<file path="src/rtl/simd_ctrl_dispatch.sv">
// simd_ctrl_dispatch
//   Command sequencer between the scalar core's control-write port and the
//   vector core's command input. Control words are buffered in a DEPTH-entry
//   FIFO and issued one at a time over a valid/ready handshake. A FENCE word
//   (opcode OPC_FENCE in the top 4 bits) is never forwarded. Instead, it stalls
//   further issue until the vector core reports idle.
//
// Ports
//   CLK            system clock
//   RESET_N        asynchronous active-low reset, synchronous release
//   CONTROL_DATA   control word from the scalar core
//   CONTROL_WR     control write strobe (one word per cycle)
//   CORE_BUSY      FIFO full; writes while high are dropped
//   VEC_CMD        command to the vector core
//   VEC_CMD_VALID  VEC_CMD is valid
//   VEC_CMD_READY  vector core accepts the command
//   VEC_IDLE       vector core has no command in flight
//   SIMD_IDLE      whole dispatch path (FIFO, sequencer, vector core) is idle
//   FIFO_COUNT     current FIFO occupancy
//
// Optional feature (macro SIMD_DISPATCH_ERR_EN)
//   ERR_OVF        sticky flag, set by any CONTROL_WR while CORE_BUSY=1
//   ERR_CLR        clears ERR_OVF; a set in the same cycle wins
module simd_ctrl_dispatch #(
  parameter int          DATA_WIDTH = 64,
  parameter int          DEPTH      = 4,
  parameter logic [3:0]  OPC_FENCE  = 4'hF
) (
  input  logic                    CLK,
  input  logic                    RESET_N,
  input  logic [DATA_WIDTH-1:0]   CONTROL_DATA,
  input  logic                    CONTROL_WR,
  output logic                    CORE_BUSY,
  output logic [DATA_WIDTH-1:0]   VEC_CMD,
  output logic                    VEC_CMD_VALID,
  input  logic                    VEC_CMD_READY,
  input  logic                    VEC_IDLE,
  output logic                    SIMD_IDLE,
  output logic [$clog2(DEPTH):0]  FIFO_COUNT
`ifdef SIMD_DISPATCH_ERR_EN
  ,
  output logic                    ERR_OVF,
  input  logic                    ERR_CLR
`endif
);

  localparam int PTR_W = $clog2(DEPTH);
  localparam int CNT_W = PTR_W + 1;

  typedef enum logic [1:0] {
    S_IDLE  = 2'd0,
    S_ISSUE = 2'd1,
    S_FENCE = 2'd2
  } state_t;

  // FIFO storage and bookkeeping
  logic [DATA_WIDTH-1:0] mem [DEPTH];
  logic [PTR_W-1:0]      wr_ptr_reg;
  logic [PTR_W-1:0]      rd_ptr_reg;
  logic [CNT_W-1:0]      count_reg;

  // Sequencer
  state_t                state_reg;
  state_t                state_next;
  logic                  valid_reg;
  logic                  valid_next;
  logic [DATA_WIDTH-1:0] cmd_reg;
  logic [DATA_WIDTH-1:0] cmd_next;

  logic                  full;
  logic                  empty;
  logic                  push;
  logic                  pop;
  logic [DATA_WIDTH-1:0] head;
  logic                  head_is_fence;

  assign full          = (count_reg == CNT_W'(DEPTH));
  assign empty         = (count_reg == '0);
  // Full is taken from the registered count, so a write while full is lost
  // even when the same cycle pops an entry.
  assign push          = CONTROL_WR && !full;
  assign head          = mem[rd_ptr_reg];
  assign head_is_fence = (head[DATA_WIDTH-1 -: 4] == OPC_FENCE);

  // Storage carries no reset; only the pointers and count define contents.
  always_ff @(posedge CLK) begin
    if (push) begin
      mem[wr_ptr_reg] <= CONTROL_DATA;
    end
  end

  always_ff @(posedge CLK or negedge RESET_N) begin
    if (!RESET_N) begin
      wr_ptr_reg <= '0;
      rd_ptr_reg <= '0;
      count_reg  <= '0;
    end else begin
      // DEPTH is a power of two, so pointers wrap by natural overflow.
      if (push) begin
        wr_ptr_reg <= wr_ptr_reg + PTR_W'(1);
      end
      if (pop) begin
        rd_ptr_reg <= rd_ptr_reg + PTR_W'(1);
      end
      case ({push, pop})
        2'b10:   count_reg <= count_reg + CNT_W'(1);
        2'b01:   count_reg <= count_reg - CNT_W'(1);
        default: count_reg <= count_reg;
      endcase
    end
  end

  always_ff @(posedge CLK or negedge RESET_N) begin
    if (!RESET_N) begin
      state_reg <= S_IDLE;
      valid_reg <= 1'b0;
      cmd_reg   <= '0;
    end else begin
      state_reg <= state_next;
      valid_reg <= valid_next;
      cmd_reg   <= cmd_next;
    end
  end

  // Pops are decided from the registered count only, so a word written this
  // cycle is never issued in the same cycle (no fall-through).
  always_comb begin
    state_next = state_reg;
    valid_next = valid_reg;
    cmd_next   = cmd_reg;
    pop        = 1'b0;
    case (state_reg)
      S_IDLE: begin
        if (!empty) begin
          pop = 1'b1;
          if (head_is_fence) begin
            state_next = S_FENCE;
          end else begin
            cmd_next   = head;
            valid_next = 1'b1;
            state_next = S_ISSUE;
          end
        end
      end
      S_ISSUE: begin
        // VALID is always high here, so READY alone completes the handshake.
        if (VEC_CMD_READY) begin
          if (!empty) begin
            pop = 1'b1;
            if (head_is_fence) begin
              valid_next = 1'b0;
              state_next = S_FENCE;
            end else begin
              cmd_next = head;
            end
          end else begin
            valid_next = 1'b0;
            state_next = S_IDLE;
          end
        end
      end
      S_FENCE: begin
        // Only reachable from a previous cycle, so at least one cycle is
        // always spent here before VEC_IDLE can release the fence.
        if (VEC_IDLE) begin
          state_next = S_IDLE;
        end
      end
      default: begin
        state_next = S_IDLE;
        valid_next = 1'b0;
      end
    endcase
  end

`ifdef SIMD_DISPATCH_ERR_EN
  logic err_ovf_reg;

  always_ff @(posedge CLK or negedge RESET_N) begin
    if (!RESET_N) begin
      err_ovf_reg <= 1'b0;
    end else if (CONTROL_WR && full) begin
      err_ovf_reg <= 1'b1;
    end else if (ERR_CLR) begin
      err_ovf_reg <= 1'b0;
    end
  end

  assign ERR_OVF = err_ovf_reg;
`endif

  assign CORE_BUSY     = full;
  assign VEC_CMD       = cmd_reg;
  assign VEC_CMD_VALID = valid_reg;
  assign FIFO_COUNT    = count_reg;
  assign SIMD_IDLE     = empty && (state_reg == S_IDLE) && !valid_reg && VEC_IDLE;

endmodule
</file>
<file path="config.mk">
export PLATFORM = sky130hd
export DESIGN_NAME = simd_ctrl_dispatch
export DESIGN_NICKNAME = d
export VERILOG_FILES = /design/src/rtl/simd_ctrl_dispatch.sv
export SDC_FILE = /design/constraint.sdc
export NUM_CORES = 1
export LEC_CHECK = 0
export CAP_MARGIN = 20
export CORE_ASPECT_RATIO = 0.75
export CORE_MARGIN = 4
export CORE_UTILIZATION = 40
export DETAILED_ROUTE_END_ITERATION = 8
export PLACE_DENSITY = 0.65
export SLEW_MARGIN = 10
export SYNTH_ARGS = -nofsm -noshare
export SYNTH_HDL_FRONTEND = slang
export SYNTH_SLANG_ARGS = --single-unit
</file>
<file path="constraint.sdc">
create_clock -name CLK -period 4.1 [get_ports CLK]
set_clock_uncertainty 0.05 [all_clocks]
set_input_delay 0.82 -clock CLK [delete_from_list [all_inputs] [get_ports CLK]]
set_output_delay 0.82 -clock CLK [all_outputs]
set_load 0.1 [all_outputs]
</file>
Word-level counts from Yosys, hierarchy flattened
Memories as Yosys holds them, arrays and structs flattened.
Cells that the tools add are included.
{ "totals": {"ff_bits": 74, "ram_bits": 256, "out_inout_bits": 70, "elab_cells": 59, "memories": 1} }
{ "classes": {"add_sub_neg": 4, "eq_ne": 11, "muxes": 23, "bitwise": 1, "reduce_logical": 13} }
{ "mem_list": {"columns": ["memory", "depth", "word_bits", "read_ports", "rd_clocked_by_memory_dff", "wr", "line_no", "text"], "rows": [
  ["mem", 4, 64, 1, 0, 1, "57", "logic [DATA_WIDTH-1:0] mem [DEPTH];"]
]} }
{ "op_table": {"columns": ["cell", "count"], "rows": [
  ["$mux W64", 3],
  ["$pmux W64 S2", 1],
  ["$mux W2", 6],
  ["$mux W1", 9],
  ["$ne A2 B2 Y1 const B", 4],
  ["$pmux W2 S3", 1],
  ["$pmux W3 S2", 1],
  ["$reduce_and A5 Y1", 1],
  ["$add A2 B1 Y2 const B", 2],
  ["$eq A2 B1 Y1 const B", 2],
  ["$eq A2 B2 Y1 const B", 2],
  ["$eq A4 B4 Y1 const B", 1],
  ["$logic_and A1 B1 Y1", 4],
  ["$reduce_and A4 Y1", 1],
  ["$reduce_bool A2 Y1", 2],
  ["$add A3 B1 Y3 const B", 1],
  ["$eq A3 B3 Y1 const B", 1],
  ["$logic_not A3 Y1", 1],
  ["$ne A3 B3 Y1 const B", 1],
  ["$pmux W1 S3", 1],
  ["$sub A3 B1 Y3 const B", 1],
  ["$logic_not A1 Y1", 2],
  ["$logic_not A2 Y1", 1],
  ["$pmux W1 S2", 1],
  ["other kinds (2)", 2]
]} }

Longest topological paths before layout
{ "depth": {"depth_word": 6, "mapped_depth": 9, "depth_no_buf": 8} }

Least setup slack after synthesis
Ideal clock, no wire load.
{ "synth_path": {"kind": "reg-to-reg", "from": "register count_reg[2], in the netlist FIFO_COUNT[2]", "to": "memory mem[0][0], enable pin", "setup_time_ns": 0.546, "t_arrival_ns": 4.503, "t_required_ns": 3.504, "path_slack_ns": -0.999, "stages_incl_launch_ff": 5, "path_cell_list": "dfrtp_1 > nor3b_1 > nor2b_1 > clkbuf_1 > and2_1"} }
{ "synth_between": {"elab_chain_cells": 5} }
{ "synth_rtl": {"columns": ["element", "line_no", "text"], "rows": [
  ["start, declared", "60", "logic [CNT_W-1:0] count_reg;"],
  ["start signal, assigned", "106", "2'b10: count_reg <= count_reg + CNT_W'(1);"],
  ["start signal, assigned", "107", "2'b01: count_reg <= count_reg - CNT_W'(1);"],
  ["start signal, assigned", "108", "default: count_reg <= count_reg;"],
  ["$eq A3 B3 Y1", "77", "assign full = (count_reg == CNT_W'(DEPTH));"],
  ["named net CORE_BUSY", "33", "output logic CORE_BUSY,"],
  ["$logic_not A1 Y1", "81", "assign push = CONTROL_WR && !full;"],
  ["$logic_and A1 B1 Y1", "81", null],
  ["$mux W1", "87", "if (push) begin"],
  ["$mux W1 (not written as such)", "88", "mem[wr_ptr_reg] <= CONTROL_DATA;"],
  ["end, declared", "57", null]
]} }
The timed path passes the listed nets, and every way through them passes these cells.

Final worst setup path
{ "layout_path": {"from": "register count_reg[1], in the netlist FIFO_COUNT[1]", "to": "output CORE_BUSY"} }
{ "layout_between": {"elab_chain_cells": 1} }
{ "layout_rtl": {"columns": ["element", "line_no"], "rows": [
  ["$eq A3 B3 Y1", "77"],
  ["end, declared", "33"]
]} }
Every way passes these cells.

==> summary.txt <==
Worst setup path
  – Crit path DAT: 2.35 ns
  – Critical path class: reg2out
  – CP required: 3.23 ns
  – Worst Setup Start Kind: register
  – Crit path max fanout: 6
  – CP endpoint kind: primary output

Route
  – Wire length per cell: 20.68 um
  – Initial drt markers: 245
  – Vias per cell: 5.022
  – First drt pass iteration count: 4
  – Routed via count: 5,600
  – ANT nets after route: 0
  – # DRC: 0
  – Routed WL: 23,060 um

Yosys
  – Mapped Area: 12,400 sq um
  – Yosys top cell by area: edfxtp_1
  – Number of synthesized flops with an enable pin: 256
  – Synth Area in Compound Gates: 0.3834%
  – Synth warn: 0
  – Seq/Total Area, Yosys: 76.92%
  – Yosys reg bits: 330
  – Synthesized area per cell: 23.40 sq um
  – Synth Net Count: 605
  – Fraction of the mapped netlist area in adder cells: 0.6659%
  – Largest family of logic cells by synthesized area: multiplexers
  – Count leader, synth: edfxtp_1
  – Area fraction of the dominant cell type after synthesis: 61.99%
  – Post-Synth XOR/XNOR Area: 0.4237%
  – Mux share of post-synthesis cell area: 18.98%
  – Top FF cell, synth: edfxtp_1
  – Yosys cell types: 30
  – Simple-gate share of the synthesized area: 1.211%
  – Synth top cells by count: edfxtp_1 (256), dfrtp_1 (74), mux4_2 (64), mux2_4 (57), clkbuf_1 (9)
  – Ys async rst share: 22.42%
  – Post-Syn Instances: 530
  – Top area cells in the synthesized netlist: edfxtp_1 (62%), dfrtp_1 (15%), mux4_2 (12%)

Floorplan
  – Core Region: 30,350 sq um
  – Die Y: 160.5 um
  – Initial core utilization: 40.87%
  – Die ar.: 33,910 sq um
  – I/O pin count: 139
  – Die X: 211.3 um
  – Cell row count: 55

Placement
  – IO buf count: 138
  – GP Congestion: 0.6740
  – DP Wirelength: 13,780 um

STA
  – Final Critical Period: 3.215 ns
  – Fin crit share: 78.42%
  – Rel. slew slack: 31.24%
  – RSZ-0062 raised after global routing: false
  – Slew @ Worst Pin: 1.028 ns
  – Setup violators final: 0
  – Fin. max-slew vios: 0
  – Post-Route Setup TNS: 0 ns
  – Hold Fails Final Rpt: 0
  – Fmax: 0.3110 GHz

Run status
  – Status: finished, final reports clean

Cells and area
  – Inserted Diodes: 0
  – Share of cells above drive strength 1: 27.23%
  – Final Core Density: 51.02%
  – Largest register FFs: 256
  – # nets final: 765
  – Largest Register: mem
  – Area grow syn2layout: 24.86%

Clock tree
  – Number of gates resized after cts: 0
  – # Post-CTS Setup Buffers: 0
  – Worst-Skew Late Latency: 0.49 ns
  – CTS Buf Count: 34
  – CTS root buffer: clkbuf_16
  – TritonCTS clock tree: yes
  – H-tree Lvls: 2
  – # hold bufs at CTS: 0
  – Clock sink count: 330
  – Clk buf depth: 3
  – Reg clk slew, reported paths: 0.06 ns

GRT
  – Vias in the first global route: 6,155
  – Pin count of the biggest net entering global routing: 75
  – First-pass GRT wire length: 36,510 um
  – Initial antenna violation count: 2
  – Total grt overflow: 0
  – Gr usage total: 13.81%

Flow run
  – Max-Cap Viols: 0

Min path
  – Tightest Hold Check Type: in2async
routing by layer:
| layer | global-route usage, % | part of all wire, % |
|---|---|---|
| met5 | 0 | 0.12 |
| met3 | 3.710 | 5.5 |
| met1 | 19.43 | 45 |
| met4 | 3.131 | 1.6 |
| met2 | 21.88 | 47 |
final cells by class:
cell class,instances,area (sq um)
Clock inverter,15,211.5
Sequential cell,330,9547
Fill cell,2363,14860
Tap cell,399,499.2
Inverter,9,33.78
Multi-Input combinational cell,169,2701
Timing Repair Buffer,146,1519
Clock buffer,47,973.4
through the flow:
step	std cells	area, sq um	hold WS, ns	worst slack, ns
4_1_cts	1114	15460	0.4543	0.8543
2_1_floorplan	530	12410	0.4074	0.009818
6_report	1115	15480	0.2142	0.8847
3_3_place_gp	1052	14270	0.4222	1.041
3_5_place_dp	1052	14270	0.4387	0.9652
5_1_grt	1115	15480	0.2299	0.8090
final timing paths:
path | from | to | slack, ns | cells past startpoint
min in group CLK | VEC_CMD[18]$_DFFE_PN0P_ | VEC_CMD[18]$_DFFE_PN0P_ | 0.45 | 1
min | RESET_N | VEC_CMD[24]$_DFFE_PN0P_ | 0.21 | 1
max reg2reg | rd_ptr_reg[0]$_DFFE_PN0P_ | VEC_CMD[18]$_DFFE_PN0P_ | 1.32 | 5
max in group asynchronous | RESET_N | VEC_CMD[53]$_DFFE_PN0P_ | 3.16 | 2
max | FIFO_COUNT[1]$_DFFE_PN0P_ | CORE_BUSY | 0.88 | 2
min reg2reg | VEC_CMD[18]$_DFFE_PN0P_ | VEC_CMD[18]$_DFFE_PN0P_ | 0.45 | 1
kinds of logic (layout without fill, tap and decap cells):
group	count (synthesis)	after routing
flip-flops	330	330
multiplexers	126	126
buffers and inverters	31	217
AND/OR/NAND/NOR	23	23
AO/OA/AOI/OAI	8	8
adder cells (fa/ha/maj)	6	6
XOR/XNOR	6	6
critical path: stages (launching register included):
cell and delay [ns]:
dfrtp_1 0.46, nor3b_2 0.23, clkdlybuf4s50_1 1.16
placed cells by master, fill, tap and decap left out, types with 2 or more instances in the layout:
cell type / netlist / final
inv_2: 2 / 2
ha_1: 5 / 5
mux2_4: 57 / 57
mux2_1: 4 / 4
dfrtp_1: 74 / 72
inv_1: 7 / 7
and2_4: 0 / 4
buf_4: 0 / 4
bufinv_16: 0 / 5
clkbuf_16: 0 / 37
clkinvlp_4: 0 / 2
nor2b_1: 2 / 2
or3_1: 2 / 2
dfrtp_4: 0 / 2
a21oi_1: 4 / 4
clkdlybuf4s50_1: 0 / 136
clkbuf_1: 9 / 9
edfxtp_1: 256 / 256
buf_12: 0 / 5
nand2_1: 3 / 3
clkinv_2: 0 / 5
clkinv_4: 0 / 2
mux4_2: 64 / 64
nor2_1: 7 / 7
xnor2_1: 5 / 5
Power is not shown: default switching activity piles up to over one toggle a cycle in this logic, so the estimate is an artifact.
